--- config.mk ---
export PLATFORM = sky130hd
export DESIGN_NAME = writeback_arbiter_flat
export DESIGN_NICKNAME = d
export VERILOG_FILES = /design/src/rtl/writeback_arbiter_pkg.sv /design/src/rtl/writeback_arbiter_if.sv /design/src/rtl/writeback_arbiter_rr_select.sv /design/src/rtl/writeback_arbiter.sv /design/src/flat_wrapper.sv
export SDC_FILE = /design/constraint.sdc
export NUM_CORES = 1
export LEC_CHECK = 0
export ABC_CLOCK_PERIOD_IN_PS = 9250
export CAP_MARGIN = 20
export CORE_ASPECT_RATIO = 0.75
export CORE_MARGIN = 5
export CORE_UTILIZATION = 44
export CTS_CLUSTER_DIAMETER = 150
export DETAILED_ROUTE_END_ITERATION = 10
export PLACE_DENSITY = 0.9
export SLEW_MARGIN = 20
export SYNTH_ARGS = -nofsm -noshare
export SYNTH_HDL_FRONTEND = slang
export SYNTH_HIERARCHICAL = 1
export SYNTH_SLANG_ARGS = --single-unit
--- constraint.sdc ---
create_clock -name clk -period 9.25 [get_ports clk]
set_input_delay 1.3875 -clock clk [delete_from_list [all_inputs] [get_ports clk]]
set_output_delay 1.3875 -clock clk [all_outputs]
set_load 0.01 [all_outputs]
--- src/rtl/writeback_arbiter_pkg.sv ---
// Shared writeback types and default sizing for the writeback arbiter slice.
package writeback_arbiter_pkg;

  localparam int unsigned WB_REQ_NUM   = 5;   // misc, alu0, alu1, mdu, mem
  localparam int unsigned WB_PORT_NUM  = 2;   // equals COMMIT_WIDTH
  localparam int unsigned PHY_REG_NUM  = 64;
  localparam int unsigned ROB_DEPTH    = 32;
  localparam int unsigned WB_PREG_W    = $clog2(PHY_REG_NUM);
  localparam int unsigned WB_ROB_W     = $clog2(ROB_DEPTH) + 1;  // index plus position bit
  localparam int unsigned WB_DATA_W    = 32;

  typedef struct packed {
    logic                 pdest_valid;
    logic [WB_PREG_W-1:0] pdest;
    logic [WB_ROB_W-1:0]  rob_idx;
    logic [WB_DATA_W-1:0] data;
  } WbReqSt;

  typedef struct packed {
    logic                 pdest_valid;
    logic [WB_PREG_W-1:0] pdest;
    logic [WB_ROB_W-1:0]  rob_idx;
    logic [WB_DATA_W-1:0] data;
  } WbPortSt;

endpackage

--- src/rtl/writeback_arbiter_if.sv ---
// Requester-side and writeback-side signals of the writeback arbiter.
interface writeback_arbiter_if #(
  parameter int unsigned REQ_NUM  = writeback_arbiter_pkg::WB_REQ_NUM,
  parameter int unsigned PORT_NUM = writeback_arbiter_pkg::WB_PORT_NUM,
  parameter int unsigned PREG_W   = writeback_arbiter_pkg::WB_PREG_W,
  parameter int unsigned ROB_W    = writeback_arbiter_pkg::WB_ROB_W
);
  logic                             flush_i;
  logic [REQ_NUM-1:0]               req_valid_i;
  logic [REQ_NUM-1:0]               req_ready_o;
  logic [REQ_NUM-1:0]               req_pdest_valid_i;
  logic [REQ_NUM-1:0][PREG_W-1:0]   req_pdest_i;
  logic [REQ_NUM-1:0][ROB_W-1:0]    req_rob_idx_i;
  logic [REQ_NUM-1:0][31:0]         req_data_i;
  logic [PORT_NUM-1:0]              wb_valid_o;
  logic                             wb_ready_i;
  logic [PORT_NUM-1:0]              wb_pdest_valid_o;
  logic [PORT_NUM-1:0][PREG_W-1:0]  wb_pdest_o;
  logic [PORT_NUM-1:0][ROB_W-1:0]   wb_rob_idx_o;
  logic [PORT_NUM-1:0][31:0]        wb_data_o;

  // The arbiter itself.
  modport slave (
    input  flush_i, req_valid_i, req_pdest_valid_i, req_pdest_i, req_rob_idx_i, req_data_i,
    input  wb_ready_i,
    output req_ready_o, wb_valid_o, wb_pdest_valid_o, wb_pdest_o, wb_rob_idx_o, wb_data_o
  );

  // Execution units plus ROB/regfile around the arbiter.
  modport master (
    output flush_i, req_valid_i, req_pdest_valid_i, req_pdest_i, req_rob_idx_i, req_data_i,
    output wb_ready_i,
    input  req_ready_o, wb_valid_o, wb_pdest_valid_o, wb_pdest_o, wb_rob_idx_o, wb_data_o
  );
endinterface

--- src/rtl/writeback_arbiter_rr_select.sv ---
// Rotating-priority pick of the first PORT_NUM set bits of valid, starting at base.
module writeback_arbiter_rr_select #(
  parameter int unsigned REQ_NUM  = 5,
  parameter int unsigned PORT_NUM = 2,
  parameter int unsigned PTR_W    = 3
) (
  input  logic [REQ_NUM-1:0]             valid,
  input  logic [PTR_W-1:0]               base,
  output logic [REQ_NUM-1:0]             grant,
  output logic [PORT_NUM-1:0]            sel_vld,
  output logic [PORT_NUM-1:0][PTR_W-1:0] sel_idx,
  output logic [PTR_W-1:0]               next_ptr
);

  function automatic logic [PTR_W-1:0] wrap_add(input logic [PTR_W-1:0] b, input int unsigned off);
    int unsigned s;
    s = 32'(b) + off;
    if (s >= REQ_NUM) s = s - REQ_NUM;
    return PTR_W'(s);
  endfunction

  logic [REQ_NUM-1:0]   rot;
  logic [REQ_NUM-1:0]   grant_rot;
  logic [2*REQ_NUM-1:0] unrot;
  int unsigned          cnt;

  // Rotate so base sits at bit 0, pick with fixed priority, rotate grants back.
  always_comb begin
    rot       = REQ_NUM'({valid, valid} >> base);
    grant_rot = '0;
    sel_vld   = '0;
    sel_idx   = '0;
    next_ptr  = base;
    cnt       = 0;
    for (int unsigned off = 0; off < REQ_NUM; off++) begin
      if (rot[off] && cnt < PORT_NUM) begin
        grant_rot[off] = 1'b1;
        for (int unsigned k = 0; k < PORT_NUM; k++) begin
          if (k == cnt) begin
            sel_vld[k] = 1'b1;
            sel_idx[k] = wrap_add(base, off);
          end
        end
        next_ptr = wrap_add(base, off + 1);
        cnt++;
      end
    end
    unrot = {grant_rot, grant_rot} << base;
    grant = unrot[2*REQ_NUM-1:REQ_NUM];
  end

endmodule

--- src/rtl/writeback_arbiter.sv ---
// Arbitrates execution-unit results onto PORT_NUM registered writeback/wake-up ports.
module writeback_arbiter
  import writeback_arbiter_pkg::*;
#(
  parameter int unsigned REQ_NUM  = WB_REQ_NUM,
  parameter int unsigned PORT_NUM = WB_PORT_NUM,
  parameter int unsigned PREG_W   = WB_PREG_W,
  parameter int unsigned ROB_W    = WB_ROB_W
) (
  input  logic               clk,
  input  logic               a_rst_n,
  writeback_arbiter_if.slave bus
);

  localparam int unsigned PTR_W = (REQ_NUM > 1) ? $clog2(REQ_NUM) : 1;

  logic                             out_free;
  logic                             grant_en;
  logic [PTR_W-1:0]                 rr_ptr;
  logic [PTR_W-1:0]                 next_ptr;
  logic [REQ_NUM-1:0]               grant;
  logic [PORT_NUM-1:0]              sel_vld;
  logic [PORT_NUM-1:0][PTR_W-1:0]   sel_idx;
  WbReqSt  [REQ_NUM-1:0]            req_st;
  WbPortSt [PORT_NUM-1:0]           port_d;
  WbPortSt [PORT_NUM-1:0]           port_q;
  logic [PORT_NUM-1:0]              valid_q;

  assign out_free = ~|valid_q | bus.wb_ready_i;
  // Gating with a_rst_n keeps ready low for the whole reset window.
  assign grant_en = out_free & ~bus.flush_i & a_rst_n;

  writeback_arbiter_rr_select #(
    .REQ_NUM  (REQ_NUM),
    .PORT_NUM (PORT_NUM),
    .PTR_W    (PTR_W)
  ) u_rr_select (
    .valid    (bus.req_valid_i & {REQ_NUM{grant_en}}),
    .base     (rr_ptr),
    .grant    (grant),
    .sel_vld  (sel_vld),
    .sel_idx  (sel_idx),
    .next_ptr (next_ptr)
  );

  assign bus.req_ready_o = grant;

  always_comb begin
    for (int unsigned i = 0; i < REQ_NUM; i++) begin
      req_st[i] = '{pdest_valid: bus.req_pdest_valid_i[i],
                    pdest:       bus.req_pdest_i[i],
                    rob_idx:     bus.req_rob_idx_i[i],
                    data:        bus.req_data_i[i]};
    end
    for (int unsigned k = 0; k < PORT_NUM; k++) begin
      port_d[k] = '0;
      if (sel_vld[k]) begin
        port_d[k].pdest_valid = req_st[sel_idx[k]].pdest_valid;
        port_d[k].pdest       = req_st[sel_idx[k]].pdest;
        port_d[k].rob_idx     = req_st[sel_idx[k]].rob_idx;
        port_d[k].data        = req_st[sel_idx[k]].data;
      end
    end
  end

  always_ff @(posedge clk or negedge a_rst_n) begin
    if (!a_rst_n) begin
      valid_q <= '0;
      port_q  <= '0;
      rr_ptr  <= '0;
    end else begin
      if (bus.flush_i) begin
        valid_q <= '0;
        for (int unsigned k = 0; k < PORT_NUM; k++) port_q[k].pdest_valid <= 1'b0;
      end else if (out_free) begin
        valid_q <= sel_vld;
        port_q  <= port_d;
      end
      if (|grant) rr_ptr <= next_ptr;
    end
  end

  always_comb begin
    bus.wb_valid_o = valid_q;
    for (int unsigned k = 0; k < PORT_NUM; k++) begin
      bus.wb_pdest_valid_o[k] = port_q[k].pdest_valid;
      bus.wb_pdest_o[k]       = port_q[k].pdest;
      bus.wb_rob_idx_o[k]     = port_q[k].rob_idx;
      bus.wb_data_o[k]        = port_q[k].data;
    end
  end

endmodule
--- src/flat_wrapper.sv ---
// flat-port wrapper written by rule: the top's interface ports become plain ports
module writeback_arbiter_flat import writeback_arbiter_pkg::*;
#(
  parameter int unsigned REQ_NUM  = WB_REQ_NUM,
  parameter int unsigned PORT_NUM = WB_PORT_NUM,
  parameter int unsigned PREG_W   = WB_PREG_W,
  parameter int unsigned ROB_W    = WB_ROB_W
)
  (clk, a_rst_n, bus_flush_i, bus_req_valid_i, bus_req_pdest_valid_i, bus_req_pdest_i, bus_req_rob_idx_i, bus_req_data_i, bus_wb_ready_i, bus_req_ready_o, bus_wb_valid_o, bus_wb_pdest_valid_o, bus_wb_pdest_o, bus_wb_rob_idx_o, bus_wb_data_o);
  writeback_arbiter_if #(.REQ_NUM(REQ_NUM), .PORT_NUM(PORT_NUM), .PREG_W(PREG_W), .ROB_W(ROB_W)) bus_i ();
  input  logic clk;
  input  logic a_rst_n;
  input wire logic [$bits(bus_i.flush_i)-1:0] bus_flush_i;
  input wire logic [$bits(bus_i.req_valid_i)-1:0] bus_req_valid_i;
  input wire logic [$bits(bus_i.req_pdest_valid_i)-1:0] bus_req_pdest_valid_i;
  input wire logic [$bits(bus_i.req_pdest_i)-1:0] bus_req_pdest_i;
  input wire logic [$bits(bus_i.req_rob_idx_i)-1:0] bus_req_rob_idx_i;
  input wire logic [$bits(bus_i.req_data_i)-1:0] bus_req_data_i;
  input wire logic [$bits(bus_i.wb_ready_i)-1:0] bus_wb_ready_i;
  output wire logic [$bits(bus_i.req_ready_o)-1:0] bus_req_ready_o;
  output wire logic [$bits(bus_i.wb_valid_o)-1:0] bus_wb_valid_o;
  output wire logic [$bits(bus_i.wb_pdest_valid_o)-1:0] bus_wb_pdest_valid_o;
  output wire logic [$bits(bus_i.wb_pdest_o)-1:0] bus_wb_pdest_o;
  output wire logic [$bits(bus_i.wb_rob_idx_o)-1:0] bus_wb_rob_idx_o;
  output wire logic [$bits(bus_i.wb_data_o)-1:0] bus_wb_data_o;
  assign bus_i.flush_i = bus_flush_i;
  assign bus_i.req_valid_i = bus_req_valid_i;
  assign bus_i.req_pdest_valid_i = bus_req_pdest_valid_i;
  assign bus_i.req_pdest_i = bus_req_pdest_i;
  assign bus_i.req_rob_idx_i = bus_req_rob_idx_i;
  assign bus_i.req_data_i = bus_req_data_i;
  assign bus_i.wb_ready_i = bus_wb_ready_i;
  assign bus_req_ready_o = bus_i.req_ready_o;
  assign bus_wb_valid_o = bus_i.wb_valid_o;
  assign bus_wb_pdest_valid_o = bus_i.wb_pdest_valid_o;
  assign bus_wb_pdest_o = bus_i.wb_pdest_o;
  assign bus_wb_rob_idx_o = bus_i.wb_rob_idx_o;
  assign bus_wb_data_o = bus_i.wb_data_o;
  writeback_arbiter #(.REQ_NUM(REQ_NUM), .PORT_NUM(PORT_NUM), .PREG_W(PREG_W), .ROB_W(ROB_W)) u_core (.clk(clk), .a_rst_n(a_rst_n), .bus(bus_i));
endmodule
Word-level counts from Yosys, hierarchy flattened --
Index checks and enable logic that the tools add are counted.
Cells by class: order comparisons 12, reductions and logical operators 15, shift-type cells 2, bitwise gates (word level) 5, mux-type cells 56, add/sub/neg operators 14, eq/ne operators 4, divide/modulo/power cells 0, $mul 0
Operators by type and width (count):
- 45-bit binary-select mux with 3-bit select | 2
- 45-bit 2-to-1 mux | 4
- 1-bit by 32-bit equality test with 1-bit output, first input constant | 4
- 32-bit logical NOT | 4
- 32-bit by 2-bit < comparator with 1-bit output, second input constant | 4
- 32-bit by 1-bit adder with 32-bit output, second input constant | 3
- 32-bit 2-to-1 mux | 3
- 90-bit 2-to-1 mux | 1
- 3-bit 2-to-1 mux | 20
- 6-bit 2-to-1 mux | 4
- 4-bit by 3-bit greater-or-equal comparator with 1-bit output, second input constant | 5
- 3-bit subtractor, second input constant | 6
- 1-bit 2-to-1 mux | 16
- 2-bit 2-to-1 mux | 6
- 10-bit by 3-bit << shifter with 10-bit output | 1
- 10-bit by 3-bit >> shifter with 5-bit output | 1
- 3-bit by 2-bit adder with 4-bit output, second input constant | 2
- 3-bit by 3-bit adder with 4-bit output, second input constant | 2
- 3-bit by 4-bit < comparator with 1-bit output, second input constant | 2
- 5-bit bitwise AND | 1
- 5-bit nonzero test | 1
- 5-bit OR reduction | 1
- 3-bit by 1-bit adder with 4-bit output, second input constant | 1
- 1-bit logical AND | 4
- 8 further kinds | 10
Storage, ports and cells: input port bits 234, word-level logic and storage cells 118, output and inout bits 97, register bits 95, memories 0, RAM bits 0, bits in latches 0, memory bits (read-only) 0

Longest topological paths before layout --
Gate-level depths: netlist (run 1).
depth after elaboration 25, mapped depth 27, mapped depth without buffers 24

Modules after synthesis --
Netlist (run 1), hierarchy kept.
By module, submodules not included:
- writeback_arbiter | times used 1, cells an instance 758, area an instance 7578.5 µm², seq. area each 2377.3 µm²
- writeback_arbiter_rr_select | times used 1, cells an instance 226, area an instance 1749.2 µm², seq. area each 0.0 µm²

Least setup slack after synthesis (run 1) --
Ideal clock, no wire load.
path type in2out, from input port bus_wb_ready_i, to output port bus_req_ready_o[2], arrival time 5.549 ns, path slack 2.314 ns, stages on the path 19, data required time 7.863 ns, cell sequence nor2_1 > nor2_1 > and3_1 > mux4_2 > and2_4 > a21oi_4 > inv_1 > ha_1 > inv_1 > nand3_1 > inv_2 > fa_1 > inv_1 > ha_1 > a21oi_1 > nand3_1 > o21ai_1 > a211oi_1 > o31ai_1
Between the ends: cells in the longest elaborated chain, start to end 19, elaborated cells between the ends (all ways) 26
RTL lines:
- from (decl) | line flat_wrapper.sv:19 | input wire logic [$bits(bus_i.wb_ready_i)-1:0] bus_wb_ready_i;
- 1-bit OR * | line writeback_arbiter.sv:29 | assign out_free = ~|valid_q | bus.wb_ready_i;
- 1-bit bitwise AND * (2 in a row) | line writeback_arbiter.sv:31 | assign grant_en = out_free & ~bus.flush_i & a_rst_n;
- 5-bit bitwise AND * | line writeback_arbiter.sv:38 | .valid (bus.req_valid_i & {REQ_NUM{grant_en}}),
- 10-bit by 3-bit >> shifter with 5-bit output * | line writeback_arbiter_rr_select.sv:29 | rot = REQ_NUM'({valid, valid} >> base);
- 1-bit 2-to-1 mux | line writeback_arbiter_rr_select.sv:36 | if (rot[off] && cnt < PORT_NUM) begin
- 32-bit by 2-bit < comparator with 1-bit output | line writeback_arbiter_rr_select.sv:36
- 1-bit logical AND | line writeback_arbiter_rr_select.sv:36
- 32-bit 2-to-1 mux | line writeback_arbiter_rr_select.sv:36
- [... 2 more ...]
- 32-bit 2-to-1 mux | line writeback_arbiter_rr_select.sv:36
- 32-bit by 2-bit < comparator with 1-bit output | line writeback_arbiter_rr_select.sv:36
- 1-bit logical AND | line writeback_arbiter_rr_select.sv:36
- 32-bit 2-to-1 mux | line writeback_arbiter_rr_select.sv:36
- 32-bit by 2-bit < comparator with 1-bit output | line writeback_arbiter_rr_select.sv:36
- 1-bit logical AND | line writeback_arbiter_rr_select.sv:36
- 1-bit 2-to-1 mux | line writeback_arbiter_rr_select.sv:36
- 10-bit by 3-bit << shifter with 10-bit output * | line writeback_arbiter_rr_select.sv:48 | unrot = {grant_rot, grant_rot} << base;
- to (decl) | line flat_wrapper.sv:20 | output wire logic [$bits(bus_i.req_ready_o)-1:0] bus_req_ready_o;
Mark *: on every way between the ends. The rest lies on a longest branch, timed or not.

Worst setup path in the final report (run 1) --
Ends and elaborated chain as after synthesis.

==> run metrics, run 1 <==
CP max stage delay 0.60 ns; I/O pin count 331; sequential-to-total area share from yosys stat 25.49%; arrival time at the worst endpoint 7.36 ns; Setup Buffers After CTS 0; Hold Crit Endpoint u_core/bus.wb_data_o[0]; Cell Chain, Critical Path clkdlybuf4s50_1 > nor2_1 > nor2_1 > and3_1 > mux4_2 > and2_4 > a21oi_4 > inv_1 > ha_1 > inv_1 > nand3_1 > inv_2 > fa_1 > inv_1 > ha_1 > a21oi_1 > nand3_1 > o21ai_1 > a211oi_1 > o31ai_1 > clkdlybuf4s50_1; TNS Setup 0 ns; Root Driver clkbuf_16; Inserted Clock Buffers 9; DR DRC count 0; Reg2Reg Depth 24; nets@finish 1490; final wirelength 36770 um; WP buf/inv 6; Top FF cell, synth dfrtp_1; async set or reset register ratio after synthesis 100.0%; final-report hold violation count 0; Initial DRC Count 947; Reg2Reg Launch Point u_core/bus.wb_valid_o[1]; die area 24240 sq um; largest net degree at the start of global routing 91; Slew HR 31.50%; Synth area leaders dfrtp_1 25%, mux2i_1 20%, o22ai_1 6.0%, a32o_1 4.9%, a22o_1 4.4%; final setup fails 0; Die W 178.1 um; layout cells sized above 1 6.029%; mapped cell area 9328 sq um; initial antenna violation count 1; Max FO, Critical Path 9; crit path max-delay cell type clkdlybuf4s50_1; Hold Crit Class reg -> reg; Peak Freq 114.3 MHz; Detail Route Antenna Nets 0; die height 136.1 um; Worst-path clk slew 0.08 ns; Placement Cell Area 12520 sq um; # rows 46; flop-to-flop setup slack 2.12 ns; top cell family by delay on the critical path buffers and inverters; status finished, final reports clean; max-cap viol count 0; Clock Path Buffers 2; fin. max-slew vios 0; RSZ-0062 raised after global routing false; vias 9851; vias per cell 6.430; H-tree depth 3; Clock Skews 0.008450 ns; minimum clock period 8.748 ns; per-cell routed wire length 24.00 um; Worst Path Required 7.86 ns; Worst setup SP type primary input; Final Core Density 61.00%; syn_area_per_cell 9.479 sq um; Final Cell Area 12810 sq um; number of flops mapped to enable cells by yosys 0; Synth cell types 75; Worst Hold Depth 2; Syn Inst Count 984; Synth top area share 25.49%; Core ar. 21010 sq um; Post-CTS Hold Buffers 0; Crit Path Class in -> out; clock sink count 95; Clock Latency Late Sink 0.34 ns; grt total ovfl 0; I/O Buffers 330; Yosys reg bits 95; yosys warns 6; CTS tree yes; Area Growth Syn to Fin 37.38%; worst slew pin tran 1.026 ns; post-detail-place hpwl 26020 um; syn_nets 1235; Hold WS 0.4894 ns; crit-path most repeated cell inv_1; Total Routing Usage GR 28.55%; # diodes 0; Resized cells post-CTS 0; vias in the first global route 9958; GPL Wtd Cong 0.9455; first-pass GRT wire length 55120 um; Synth area leader dfrtp_1; reg2reg end u_core/bus.wb_data_o[61]; crit share post-route 94.57%; Hold Path Origin u_core/bus.wb_data_o[0]; Initial Util 44.40%; nature of the critical path endpoint output pin; 1st-pass router iterations 7
-- worst register-to-register path, stage by stage, from the launching register on --
cell and delay [ns]:
dfrtp_1 0.42, nor2_1 0.07, nor2_1 0.26, nor2_1 0.15
and3_1 0.29, mux4_2 0.59, and2_4 0.23, a21oi_4 0.18
inv_1 0.12, ha_1 0.25, inv_1 0.15, nand3_1 0.25
inv_2 0.21, fa_1 0.50, inv_1 0.16, ha_1 0.26
a21oi_1 0.37, nand4_1 0.19, o31ai_2 0.11, nand2_1 0.20
mux2_2 0.65, nor2_4 0.38, buf_4 0.51, nand2_1 0.22
a32o_1 0.30
-- layout make-up --
class                   count  area, sq um
well taps                 288        360.3
fillers                  1736         8193
multi-input cells         769         6255
flip-flops and latches     95         2377
clock inverters             7        67.56
inverters                  17        63.81
repair buffers            347         3466
clock buffers               9        225.2
-- metrics by stage --
stage | std cells | setup WS [ns]
2_1_floorplan | 984 | 2.314
5_1_grt | 1532 | 0.2282
3_3_place_gp | 1516 | 0.7722
4_1_cts | 1532 | 0.6264
3_5_place_dp | 1516 | 0.6206
6_report | 1532 | 0.5025
-- state kept, by name, indices dropped and copies added, names as in the netlist --
signal	flops
u_core/bus.wb_data_o	64
u_core/bus.wb_pdest_o	12
u_core/bus.wb_rob_idx_o	12
u_core/rr_ptr	3
u_core/bus.wb_pdest_valid_o	2
u_core/bus.wb_valid_o	2
-- cell usage after synthesis, types with 24 or more instances --
| master | number |
|---|---|
| dfrtp_1 | 95 |
| a32o_1 | 46 |
| a21boi_0 | 28 |
| clkbuf_1 | 27 |
| o21a_1 | 46 |
| mux2i_1 | 189 |
| nand3b_1 | 47 |
| o22ai_1 | 89 |
| buf_6 | 24 |
| a22o_1 | 47 |
| nand2_1 | 58 |
| buf_2 | 29 |
-- cells by family after synthesis --
| group | Yosys count | synth area share, % |
|---|---|---|
| AOI/OAI and AO/OA | 356 | 29.20 |
| muxes | 207 | 23.18 |
| and+or+nand+nor | 184 | 11.35 |
| buffers and inverters | 120 | 7.874 |
| DFF | 95 | 25.49 |
| adders and majority gates | 17 | 2.441 |
| xor gates and xnor gates | 5 | 0.4695 |
-- routing by layer --
metal  wire length [um]  track usage (%)
met1              14800            38.05
met2              16860            45.90
met3               3996            7.061
met4               1109            8.759
met5                  7                0
-- cell usage in the layout, fill, tap and decap left out, types with 17 or more instances in the layout --
| master | count |
|---|---|
| o21a_1 | 46 |
| nor2_1 | 17 |
| clkdlybuf4s50_1 | 329 |
| a21oi_1 | 19 |
| nand2_1 | 58 |
| a22o_1 | 46 |
| dfrtp_1 | 95 |
| o22ai_1 | 89 |
| a32o_1 | 46 |
| nand3b_1 | 47 |
| a21boi_0 | 28 |
| mux2i_1 | 189 |
-- worst max-delay path by stage --
stage | from | to | slack (ns) | cells past startpoint
after global placement | bus_wb_ready_i | bus_req_ready_o[2] | 0.77 | 21
after CTS | bus_wb_ready_i | bus_req_ready_o[2] | 0.63 | 21
after detailed placement | bus_wb_ready_i | bus_req_ready_o[2] | 0.62 | 21
after global routing | bus_wb_ready_i | bus_req_ready_o[2] | 0.23 | 21
after floorplan | bus_wb_ready_i | bus_req_ready_o[2] | 2.31 | 19
final | bus_wb_ready_i | bus_req_ready_o[2] | 0.50 | 21
Power of run 1 is not shown: default switching activity piles up to over one toggle a cycle in this logic, so the estimate is an artifact.
==> run 2: changes to the inputs <==
--- a/config.mk
+++ b/config.mk
@@ -8,7 +8,7 @@
 export ABC_CLOCK_PERIOD_IN_PS = 9250
 export CAP_MARGIN = 20
 export CORE_ASPECT_RATIO = 0.75
-export CORE_MARGIN = 5
+export CORE_MARGIN = 2
 export CORE_UTILIZATION = 44
 export CTS_CLUSTER_DIAMETER = 150
 export DETAILED_ROUTE_END_ITERATION = 10
==> run metrics, run 2 (synthesized netlist as in run 1, its figures left out) <==
arrival time at the worst endpoint 7.35 ns (about the same); TNS Setup 0 ns (unchanged); per-cell routed wire length 22.93 um (-4.5%); I/O pin count 331 (unchanged); H-tree depth 3 (unchanged); 1st-pass router iterations 5 (-2); I/O Buffers 330 (unchanged); first-pass GRT wire length 52100 um (-5.5%); fin. max-slew vios 0 (unchanged); status finished, final reports clean; crit path max-delay cell type clkdlybuf4s50_1; vias per cell 6.334 (-1.5%); final setup fails 0 (unchanged); Worst-path clk slew 0.06 ns (-0.02 ns); layout cells sized above 1 5.944% (-0.085 points); final wirelength 35180 um (-4.3%); flop-to-flop setup slack 2.22 ns (+0.10 ns); worst slew pin tran 1.118 ns (+0.09198 ns); largest net degree at the start of global routing 95 (+4.4%); vias in the first global route 9474 (-4.9%); CP max stage delay 0.59 ns (about the same); max-cap viol count 0 (unchanged); minimum clock period 8.741 ns (-0.006311 ns); Clock Skews 0.01429 ns (+0.005840 ns); final-report hold violation count 0 (unchanged); Slew HR 25.47% (-6.0 points); post-detail-place hpwl 24440 um (-6.0%); Cell Chain, Critical Path clkdlybuf4s50_1 > nor2_1 > nor2_1 > and3_1 > mux4_2 > and2_4 > a21oi_4 > inv_1 > ha_1 > inv_1 > nand3_1 > inv_2 > fa_1 > inv_1 > ha_1 > a21oi_1 > nand3_1 > o21ai_1 > a211oi_1 > o31ai_1 > clkdlybuf4s50_1; Fillers 1793 (+3.3%); reg2reg end u_core/bus.wb_rob_idx_o[11]; Detail Route Antenna Nets 0 (unchanged); max reg flops 64 (unchanged); Root Driver clkbuf_16; Hold Crit Endpoint u_core/bus.wb_data_o[55]; grt total ovfl 0 (unchanged); crit share post-route 94.50% (about the same); crit-path most repeated cell inv_1; Resized cells post-CTS 0 (unchanged); Initial DRC Count 917 (-3.2%); RSZ-0062 raised after global routing false; nature of the critical path endpoint output pin; Inserted Clock Buffers 9 (unchanged); Clock Path Buffers 2 (unchanged); Reg2Reg Depth 24 (unchanged); Hold Crit Class reg -> reg; CTS tree yes; Initial Util 44.52% (+0.12 points); die area 22390 sq um (-7.6%); Worst Path Required 7.86 ns (about the same); Max FO, Critical Path 9 (unchanged); clock sink count 95 (unchanged); Post-CTS Hold Buffers 0 (unchanged); Crit Path Class in -> out; DR DRC count 0 (unchanged); Peak Freq 114.4 MHz (about the same); GPL Wtd Cong 0.9516 (+0.65%); initial antenna violation count 1 (unchanged); Worst Hold Depth 1 (-1); leading cell types in the layout, fill and taps excluded 329 x clkdlybuf4s50_1, 189 x mux2i_1, 95 x dfrtp_1; die height 130.1 um (-4.4%); vias 9716 (-1.4%); Die W 172.1 um (-3.4%); Area Growth Syn to Fin 37.48% (about the same); Total Routing Usage GR 29.76% (+1.2 points); Setup Buffers After CTS 0 (unchanged); Core ar. 20950 sq um (-0.27%); Clock Latency Late Sink 0.34 ns (about the same); commonest non-fill, non-tap cell in the layout clkdlybuf4s50_1; nets@finish 1491 (+0.067%); Multi-input gate area 6255 sq um (unchanged); # rows 46 (unchanged); register area 2377 sq um (unchanged); Worst setup SP type primary input; Hold Path Origin u_core/bus.wb_data_o[55]; Reg2Reg Launch Point u_core/bus.wb_valid_o[1]
[run 2: metal layers]
layer / GRT usage (%) / wire length (um)
met5: 0 / 0
met1: 38.98 / 14510
met2: 48.45 / 16170
met3: 6.673 / 3332
met4: 11.02 / 1165
[run 2: area by class of cell]
type / instances / share of cell area [%]
tap: 288 / 2.810
clock buffer: 11 / 1.815
antenna: 1 / 0.01951
inverter: 17 / 0.4976
sequential: 95 / 18.54
multi-input combinational: 769 / 48.78
timing repair buffer: 348 / 27.02
clock inverter: 5 / 0.5269
[run 2: per-stage QoR]
| stage | area (sq um) | setup WS, ns | hold slack (ns) | instances | utilization (%) |
|---|---|---|---|---|---|
| floorplan | 9328 | 2.314 | 0.5168 | 984 | - |
| global placement | 12520 | 0.8107 | 0.4704 | 1517 | 59.75 |
| detailed placement | 12520 | 0.6226 | 0.4801 | 1517 | 59.75 |
| CTS | 12820 | 0.6379 | 0.4971 | 1533 | 61.18 |
| global route | 12820 | 0.1399 | 0.5069 | 1534 | 61.21 |
| finish | 12820 | 0.5088 | 0.4945 | 1534 | 61.21 |
[run 2: how the worst max path moves through the flow]
stage                               from            endpoint  slack, ns  cells past startpoint
after floorplan           bus_wb_ready_i  bus_req_ready_o[2]       2.31                     19
after global placement    bus_wb_ready_i  bus_req_ready_o[2]       0.81                     21
after detailed placement  bus_wb_ready_i  bus_req_ready_o[2]       0.62                     21
after CTS                 bus_wb_ready_i  bus_req_ready_o[2]       0.64                     21
after global routing      bus_wb_ready_i  bus_req_ready_o[2]       0.14                     21
final                     bus_wb_ready_i  bus_req_ready_o[2]       0.51                     21
[run 2: worst max-delay path, delay by kind of cell]
| kind | cells | cell delay (ns) |
|---|---|---|
| AO/OA/AOI/OAI | 5 | 1.18 |
| adder cells (fa/ha/maj) | 3 | 1.01 |
| buffers and inverters | 6 | 1.72 |
| multiplexers | 1 | 0.58 |
| AND/OR/NAND/NOR | 6 | 1.45 |
Power of run 2 is left out for the same reason.
